`src/rtl/popcount_pkg.sv`:
```
// Shared constants, types and the mod-N adder used by the popcount31 unary
// stimulus generator and its rotate helper.
`default_nettype none

package popcount_pkg;

  localparam int PC_N  = 31;
  localparam int PC_CW = 5;

  typedef logic [PC_CW-1:0] pc_count_t;
  typedef logic [PC_N-1:0]  pc_vec_t;

  // (a + b) mod PC_N for a, b < PC_N: one compare-subtract, no divider.
  function automatic pc_count_t mod_add(input pc_count_t a, input pc_count_t b);
    logic [PC_CW:0] sum;
    sum = {1'b0, a} + {1'b0, b};
    if (sum >= (PC_CW+1)'(PC_N))
      sum = sum - (PC_CW+1)'(PC_N);
    return sum[PC_CW-1:0];
  endfunction

endpackage

`default_nettype wire

```
`src/rtl/popcount_therm_rot.sv`:
```
// Combinational thermometer code of c ones, rotated left by offset modulo N.
// Revision: 1.0
`default_nettype none

module popcount_therm_rot #(
  parameter int N  = 31,
  parameter int CW = 5
) (
  input  logic [CW-1:0] c,       // already saturated to N
  input  logic [CW-1:0] offset,  // always < N
  output logic [N-1:0]  vec
);

  logic [N-1:0] therm;

  for (genvar i = 0; i < N; i++) begin : g_therm
    assign therm[i] = (CW'(i) < c);
  end

  // The upper half of the doubled, shifted code is the mod-N rotation.
  assign vec = N'(({therm, therm} << offset) >> N);

endmodule

`default_nettype wire

```
`src/rtl/popcount31_unary_gen.sv`:
```
// Count-to-unary stimulus source: one-deep valid/ready output stage with a
// rotating placement offset and a handshake counter.
// Revision: 1.0
`default_nettype none

module popcount31_unary_gen
  import popcount_pkg::*;
#(
  parameter int N    = PC_N,
  parameter int CW   = PC_CW,
  parameter int STEP = 1
) (
  input  logic          clk,
  input  logic          rst,
  input  logic          in_valid,
  output logic          in_ready,
  input  logic [CW-1:0] in_count,
  input  logic          rot_en,
  input  logic          offset_clr,
  output logic          out_valid,
  input  logic          out_ready,
  output logic [N-1:0]  out_vec,
  output logic [CW-1:0] out_count,
  output logic [CW-1:0] out_offset,
  output logic [15:0]   emitted
);

  localparam logic [CW-1:0] N_CNT    = CW'(N);
  localparam logic [CW-1:0] STEP_CNT = CW'(STEP);

  logic          accept;
  logic          out_hs;
  logic [CW-1:0] count_sat;
  logic [CW-1:0] offset;
  logic [CW-1:0] offset_adv;
  logic [CW-1:0] offset_next;
  logic [N-1:0]  vec_next;

  assign in_ready  = !out_valid | out_ready;
  assign accept    = in_valid & in_ready;
  assign out_hs    = out_valid & out_ready;
  assign count_sat = (in_count > N_CNT) ? N_CNT : in_count;

  if (N == PC_N && CW == PC_CW) begin : g_pkg_add
    assign offset_adv = mod_add(offset, STEP_CNT);
  end else begin : g_gen_add
    logic [CW:0] sum;
    assign sum        = {1'b0, offset} + {1'b0, STEP_CNT};
    assign offset_adv = (sum >= (CW+1)'(N)) ? CW'(sum - (CW+1)'(N)) : sum[CW-1:0];
  end

  // A handshake completing on the same edge as an accept advances the offset
  // first, so back-to-back vectors step exactly like spaced-out ones.
  always_comb begin
    offset_next = offset;
    if (offset_clr)
      offset_next = '0;
    else if (out_hs && rot_en)
      offset_next = offset_adv;
  end

  popcount_therm_rot #(
    .N  (N),
    .CW (CW)
  ) u_therm_rot (
    .c      (count_sat),
    .offset (offset_next),
    .vec    (vec_next)
  );

  always_ff @(posedge clk or posedge rst) begin
    if (rst) begin
      out_valid  <= 1'b0;
      out_vec    <= '0;
      out_count  <= '0;
      out_offset <= '0;
      emitted    <= '0;
      offset     <= '0;
    end else begin
      if (accept) begin
        out_valid  <= 1'b1;
        out_vec    <= vec_next;
        out_count  <= count_sat;
        out_offset <= offset_next;
      end else if (out_hs) begin
        out_valid  <= 1'b0;
      end
      if (out_hs)
        emitted <= emitted + 16'd1;
      offset <= offset_next;
    end
  end

endmodule

`default_nettype wire

```
`config.mk`:
```
export PLATFORM = sky130hd
export DESIGN_NAME = popcount31_unary_gen
export DESIGN_NICKNAME = d
export VERILOG_FILES = /design/src/rtl/popcount_pkg.sv /design/src/rtl/popcount_therm_rot.sv /design/src/rtl/popcount31_unary_gen.sv
export SDC_FILE = /design/constraint.sdc
export NUM_CORES = 1
export LEC_CHECK = 0
export ABC_AREA = 0
export BUFFER_PORTS_ARGS = -buffer_cell sky130_fd_sc_hd__buf_2
export CORE_MARGIN = 2
export CORE_UTILIZATION = 50
export CTS_CLUSTER_SIZE = 12
export DETAILED_ROUTE_END_ITERATION = 8
export PLACE_DENSITY_LB_ADDON = 0.25
export SYNTH_ARGS = -nofsm -noshare
export SYNTH_HDL_FRONTEND = slang
export SYNTH_SLANG_ARGS = --single-unit
export TNS_END_PERCENT = 20
```
`constraint.sdc`:
```
create_clock -name clk -period 3.15 [get_ports clk]
set_input_delay 0.63 -clock clk [delete_from_list [all_inputs] [get_ports clk]]
set_output_delay 0.63 -clock clk [all_outputs]
set_load 0.02 [all_outputs]
```
==> flow_summary.yaml, run 1 <==
run_status:
  outcome: "finished clean"
clock_tree:
  clock_latency_ps: 340
  holdBufCountCts: 0
  clock-sinks: 63
  cts_made_buffers: 9
  cts_max_level: 3
  clock_tree.buffer_depth: 2
  clkTransAtPathRegs_ps: 80
  clock-root-buffer: "clkbuf_8"
  cts_tree: "built"
pwr:
  p_sw_frac: 0.361
  p_int_mw: 1.71
  pwr-share-seq: 0.379
  ir_drop_v: 0.000293
  clkPwrFrac: 0.304
  power_frac_comb: 0.318
  power_switching_uw: 966
  p_per_area_nw_per_um2: 448
  power.leakage_nw: 2.72
critical_path:
  reg2reg_to: "out_vec[19]"
  endpoint_kind: "register"
  path_class: "reg2reg"
  reg2reg_slack_ps: 90
  rr_worst_depth: 15
  cp_max_fo: 7
  critPathLaunchType: "register"
  critPathArrivalTime_ps: 3300
  worst-endpoint-required_ps: 3380
  r2r_start: "offset[0]"
detailed_routing:
  viasPerCell: 6.37
  wl_met1_um: 6920
  wl_met2_um: 7780
  drt-initial-drc-count: 449
  dr.pass1.iters: 5
  dr_wl_met3_um: 1080
  highest_layer: "met4"
  route.detailed.drc: 0
  vias: 5030
  ant_nets: 0
  finalWirelength_um: 16100
  routedWlPerCell_um: 20.4
final_layout:
  diodes: 0
  utilization: 0.656
  area_growth_pct: 29.1
  nNetsFinal: 688
  drive_gt1_frac: 0.333
  fin_cells: 790
place:
  place.detailed.hpwl_um: 12000
  placedCellCount: 770
  port_buffers: 69
  pre_cts_slack_ps: -73.7
  place.gp.congestion: 0.994
global_routing:
  grt_pass1_vias: 4856
  track_usage: 0.323
  grt_pass1_wl_um: 25600
  grt_start_max_net_pins: 36
  antenna_found_initial: 0
  overflow: 0
timing:
  final_hold_viol_count: 0
  fin_skew_ps: 5.95
  clock.fmax_mhz: 326
  period_needed_ps: 3060
  layout_setup_ws_ps: 86.5
  finalCritPeriodShare: 0.973
  setup_viol: 0
  maxSlewViolCount: 0
  slew_headroom: 0.524
  worstMarginPinSlew_ps: 712
die:
  fp.coreArea_um2: 9110
  die_area_um2: 10000
  die_x_um: 100
  std_cell_rows: 35
  initial_core_util: 0.508
  io_pins: 70
  die_height_um: 100
yosys:
  synth_edf_count: 0
  synth.area.top_cells: "dfrtp_1 (34%), nand2_1 (4.9%), nor2_1 (4.7%), nand3_1 (2.9%), a21oi_1 (2.7%)"
  ys_top_cells_by_count: "dfrtp_1 (63), nand2_1 (61), nor2_1 (58), clkbuf_1 (29), nand3_1 (27)"
  yosys.area.top_type: "dfrtp_1"
  synth_area_um2: 4630
  synth.most_common_cell: "dfrtp_1"
  yosys_warnings: 0
  synth_top_area_share: 0.341
  synth_ff_type: "dfrtp_1"
  synth_cell_type_count: 82
  synth.avg_cell_area_um2: 8.42
  yosysSeqAreaShare: 0.341
  syn_inst: 550
  synth_seq_cells: 63
  synth-async-reset-ratio: 1.00
  synth_nets: 564
worst_hold_path:
  worstHoldPathType: "in2async"
run:
  cap_violations: 0
==> state kept, by name (all words and copies together), names as in the netlist <==
register,count
out_vec,31
out_offset,5
out_valid,1
out_count,5
offset,5
emitted,16
==> layer usage <==
layer,GRT usage,up-vias
met5,0,-
met3,0.0383,32
met4,0.102,0
met2,0.526,243
met1,0.450,2423
li1,-,2332
==> what timing repair did <==
action / 4_1_cts / 5_1_grt
setup endpoints to repair: 3 / 30
pin swaps: 2 / 12
buffers inserted: 2 / 3
resized for setup: 1 / 31
==> how the worst max path moves through the flow <==
stage,start,to,slack (ps),cells past startpoint
after floorplan,offset[0],out_vec[15],110,14
after global routing,offset[1],out_vec[16],-30,12
after CTS,offset[1],out_vec[19],-10,14
final,offset[0],out_vec[19],90,15
after detailed placement,offset[1],out_vec[13],-70,13
after global placement,out_ready,out_vec[13],10,13
==> power groups by stage <==
stage	Sequential (mW)	Combinational [mW]	Clock, mW
after floorplan	1.15	0.358	0
after global placement	1.02	0.801	0
after detailed placement	1.02	0.809	0
after CTS	1.01	0.813	0.824
after global routing	1.03	0.911	0.861
final	1.01	0.851	0.814
==> kinds of logic (layout without fill, tap and decap cells) <==
logic type / Yosys count / after routing / synth area share
mux: 11 / 11 / 0.0270
compound gates: 205 / 205 / 0.335
simple gates: 185 / 185 / 0.192
fa+ha+maj: 3 / 3 / 0.00811
buf+inv: 65 / 194 / 0.0611
flops: 63 / 63 / 0.341
xor+xnor: 18 / 18 / 0.0357
==> metrics by stage <==
step                hold slack [ps]  TNS, ps  cell area [µm²]  total power, mW
finish                          393        0             5970             2.68
global route                    458    -73.9             5970             2.80
CTS                             420    -20.9             5810             2.65
detailed placement              469    -97.0             5560             1.83
global placement                456        0             5560             1.82
floorplan                       582        0             4630             1.51
==> layout make-up <==
| type | count | area (µm²) |
|---|---|---|
| inverter | 19 | 73.8 |
| multi-input combinational | 422 | 2890 |
| tap | 111 | 139 |
| clock buffer | 9 | 124 |
| clock inverter | 7 | 105 |
| sequential | 63 | 1580 |
| timing repair buffer | 159 | 1070 |
| fill | 770 | 3130 |
==> cell usage in the layout, fill, tap and decap left out, types with 4 or more instances in the layout <==
cell,synthesis,final
a211oi_1,10,10
a21o_1,10,10
a21oi_1,25,25
a221o_1,10,10
a221oi_1,6,4
a22oi_1,6,5
a31oi_1,11,9
a32oi_1,6,6
and2_1,4,4
and3_1,4,4
buf_2,10,69
buf_4,3,82
buf_6,2,6
clkbuf_8,0,9
dfrtp_1,63,61
inv_1,13,11
inv_2,4,5
mux2i_1,8,7
nand2_1,61,60
nand3_1,27,27
nand4_1,4,4
nor2_1,58,56
nor3_1,6,6
o211ai_1,6,6
o21ai_0,22,22
o21ai_1,12,9
o221ai_1,11,10
o22ai_1,12,11
o31ai_1,15,15
xnor2_1,13,13
xor2_1,4,4
==> worst max-delay path: stages (launching register included) <==
cell and delay, ps:
dfrtp_2 440, inv_2 80, ha_4 150, buf_6 120, nand4b_1 190, a32oi_4 410
buf_6 160, a31oi_4 120, buf_4 190, a211oi_4 250, buf_6 170, o32ai_1 70
a21oi_1 180, buf_4 160, o22ai_1 70, a21o_1 190
No activity file was read; power rests on OpenSTA's default activity.
==> inputs of run 2 (changes only) <==
ABC_CLOCK_PERIOD_IN_PS = 3150   (was default)
BUFFER_PORTS_ARGS = -buffer_cell sky130_fd_sc_hd__buf_4   (was -buffer_cell sky130_fd_sc_hd__buf_2)
PLACE_DENSITY = 0.74   (was default)
PLACE_DENSITY_LB_ADDON = default   (was 0.25)
==> run 2 against run 1 <==
  * Clock skew increased by 10 ps
  * Sequential cell count unchanged
  * Critical path depth decreased by 1
  * First-iteration DRC count increased by 30%
  * Cell area increased by 3.8%
  * Combinational power increased by 9.4%
  * Total power increased by 0.26%
  * Hold slack got worse by 170 ps
  * Highest routed layer unchanged
==> flow_summary.yaml, run 2 (synthesis gave the netlist of run 1 again) <==
run_status:
  outcome: "finished clean"
detailed_routing:
  routedWlPerCell_um: 20.9
  dr.pass1.iters: 5
  ant_nets: 0
  vias: 5126
  drt-initial-drc-count: 584
  viasPerCell: 6.55
  finalWirelength_um: 16400
  route.detailed.drc: 0
timing:
  finalCritPeriodShare: 0.991
  final_hold_viol_count: 0
  fin_skew_ps: 16.0
  setup_viol: 0
  maxSlewViolCount: 0
  rsz0062_at_grt: "yes"
  period_needed_ps: 3120
  fin_tns_setup_ps: 0
  clock.fmax_mhz: 320
  slew_headroom: 0.502
  worstMarginPinSlew_ps: 745
  hold_ws_ps: 219
pwr:
  ir_drop_v: 0.000290
  power.leakage_nw: 2.73
  p_total_mw: 2.69
  p_per_area_nw_per_um2: 433
place:
  postPlaceCellArea_um2: 5630
  place.gp.congestion: 1.04
  port_buffers: 69
  place.detailed.hpwl_um: 11900
  placedCellCount: 756
final_layout:
  top_register: "out_vec"
  final_area_um2: 6200
  diodes: 0
  mostFrequentLayoutCell: "buf_4"
  nNetsFinal: 681
  drive_gt1_frac: 0.350
  fillCellCount: 779
  final_cell_mix: "buf_4 (141), dfrtp_1 (61), nand2_1 (60)"
  reg.largest.list: "out_vec: 31 flops, emitted: 16 flops"
  fin_cells: 783
  area_growth_pct: 34.0
  largest_reg_flops: 31
critical_path:
  crit_top_cell: "buf_6"
  slowest_stage: "dfrtp_2"
  endpoint_kind: "register"
  critPathLaunchType: "register"
  cp_num_buf_inv: 5
  cpPeakStageDelay_ps: 450
  critPathArrivalTime_ps: 3350
  critPathTopFamily: "compound AO/OA/AOI/OAI gates"
  cp_max_fo: 8
  worst-endpoint-required_ps: 3380
  path_class: "reg2reg"
  path_cells: "inv_2 -> ha_4 -> buf_6 -> nand4b_1 -> buf_4 -> a32oi_4 -> buf_12 -> buf_6 -> a21boi_2 -> a211o_1 -> nor2_1 -> o22ai_1 -> o211a_1 -> a221o_1"
clock_tree:
  clock_tree.buffer_depth: 2
  cts_tree: "built"
  cts_max_level: 3
  clock-root-buffer: "clkbuf_8"
  holdBufCountCts: 0
  clkTransAtPathRegs_ps: 80
  clock_latency_ps: 350
  cts_made_buffers: 9
  clock-sinks: 63
die:
  initial_core_util: 0.508
  io_pins: 70
  fp.coreArea_um2: 9110
  die_x_um: 100
  die_height_um: 100
  die_area_um2: 10000
  std_cell_rows: 35
global_routing:
  grt-busiest-layer: "met2"
  grtUsageMet3: 0.0501
  overflow: 0
  track_usage: 0.319
  antenna_found_initial: 0
  use_met2: 0.513
  grt_pass1_wl_um: 25300
  grt_start_max_net_pins: 50
  met1_usage: 0.432
  grt_pass1_vias: 4861
run:
  cap_violations: 0
worst_hold_path:
  worstHoldPathType: "in2async"
## run 2: cell count changes in the layout (fill, tap and decap cells not counted), moves of 3 or more
cell | before | now
clkinv_2 | 0 | 3
a211oi_2 | 2 | 6
a21oi_1 | 25 | 22
buf_4 | 82 | 141
a211oi_1 | 10 | 6
buf_2 | 69 | 0
## run 2: what timing repair did
| action | in CTS | in global routing |
|---|---|---|
| setup endpoints to repair | 3 | 30 |
| gates resized for setup | 5 | 54 |
| pin swaps | 2 | 21 |
| buffers inserted | 1 | 8 |
| cloned | 0 | 2 |
## run 2: worst reg2reg max path, delay by kind of cell, from the launching register on
family                     cells  cell delay [ps]
and+or+nand+nor                2              470
adders and majority gates      1              130
buffers and inverters          5              670
AOI/OAI and AO/OA              6             1310
DFF                            1              450
## run 2: layout make-up
type	count	area, µm²	share of cell area
clock inverters	5	56.3	0.00908
well taps	111	139	0.0224
multi-input cells	422	3010	0.485
repair inverters	1	5.00	0.000807
clock buffers	11	151	0.0244
repair buffers	151	1190	0.192
inverters	19	76.3	0.0123
flip-flops and latches	63	1580	0.255
## run 2: final timing paths
check	from	to	slack (ps)	cells past startpoint
worst min register to register	out_vec[20]	out_vec[20]	480	1
worst max register to register	offset[0]	out_vec[16]	30	14
worst min-delay path	rst	emitted[9]	220	2
worst max-delay path	offset[0]	out_vec[16]	30	14
max in group asynchronous	rst	offset[1]	1990	3
min in group clk	out_vec[20]	out_vec[20]	480	1
## run 2: through the flow
step	util	setup WS, ps
2_1_floorplan	-	112
3_3_place_gp	0.618	-17.8
3_5_place_dp	0.618	-78.4
4_1_cts	0.644	0.429
5_1_grt	0.681	-79.6
6_report	0.681	28.4
## run 2: power breakdown
group | total, mW | internal (mW) | switching (mW)
Sequential | 1.02 | 0.920 | 0.0975
Combinational | 0.931 | 0.401 | 0.530
Clock | 0.737 | 0.407 | 0.330
Total | 2.69 | 1.73 | 0.957
## run 2: metal layers
layer | share of wire | wire length, µm
met4 | 0.032 | 525
met3 | 0.086 | 1410
met2 | 0.47 | 7640
met5 | 0 | 0
met1 | 0.42 | 6800
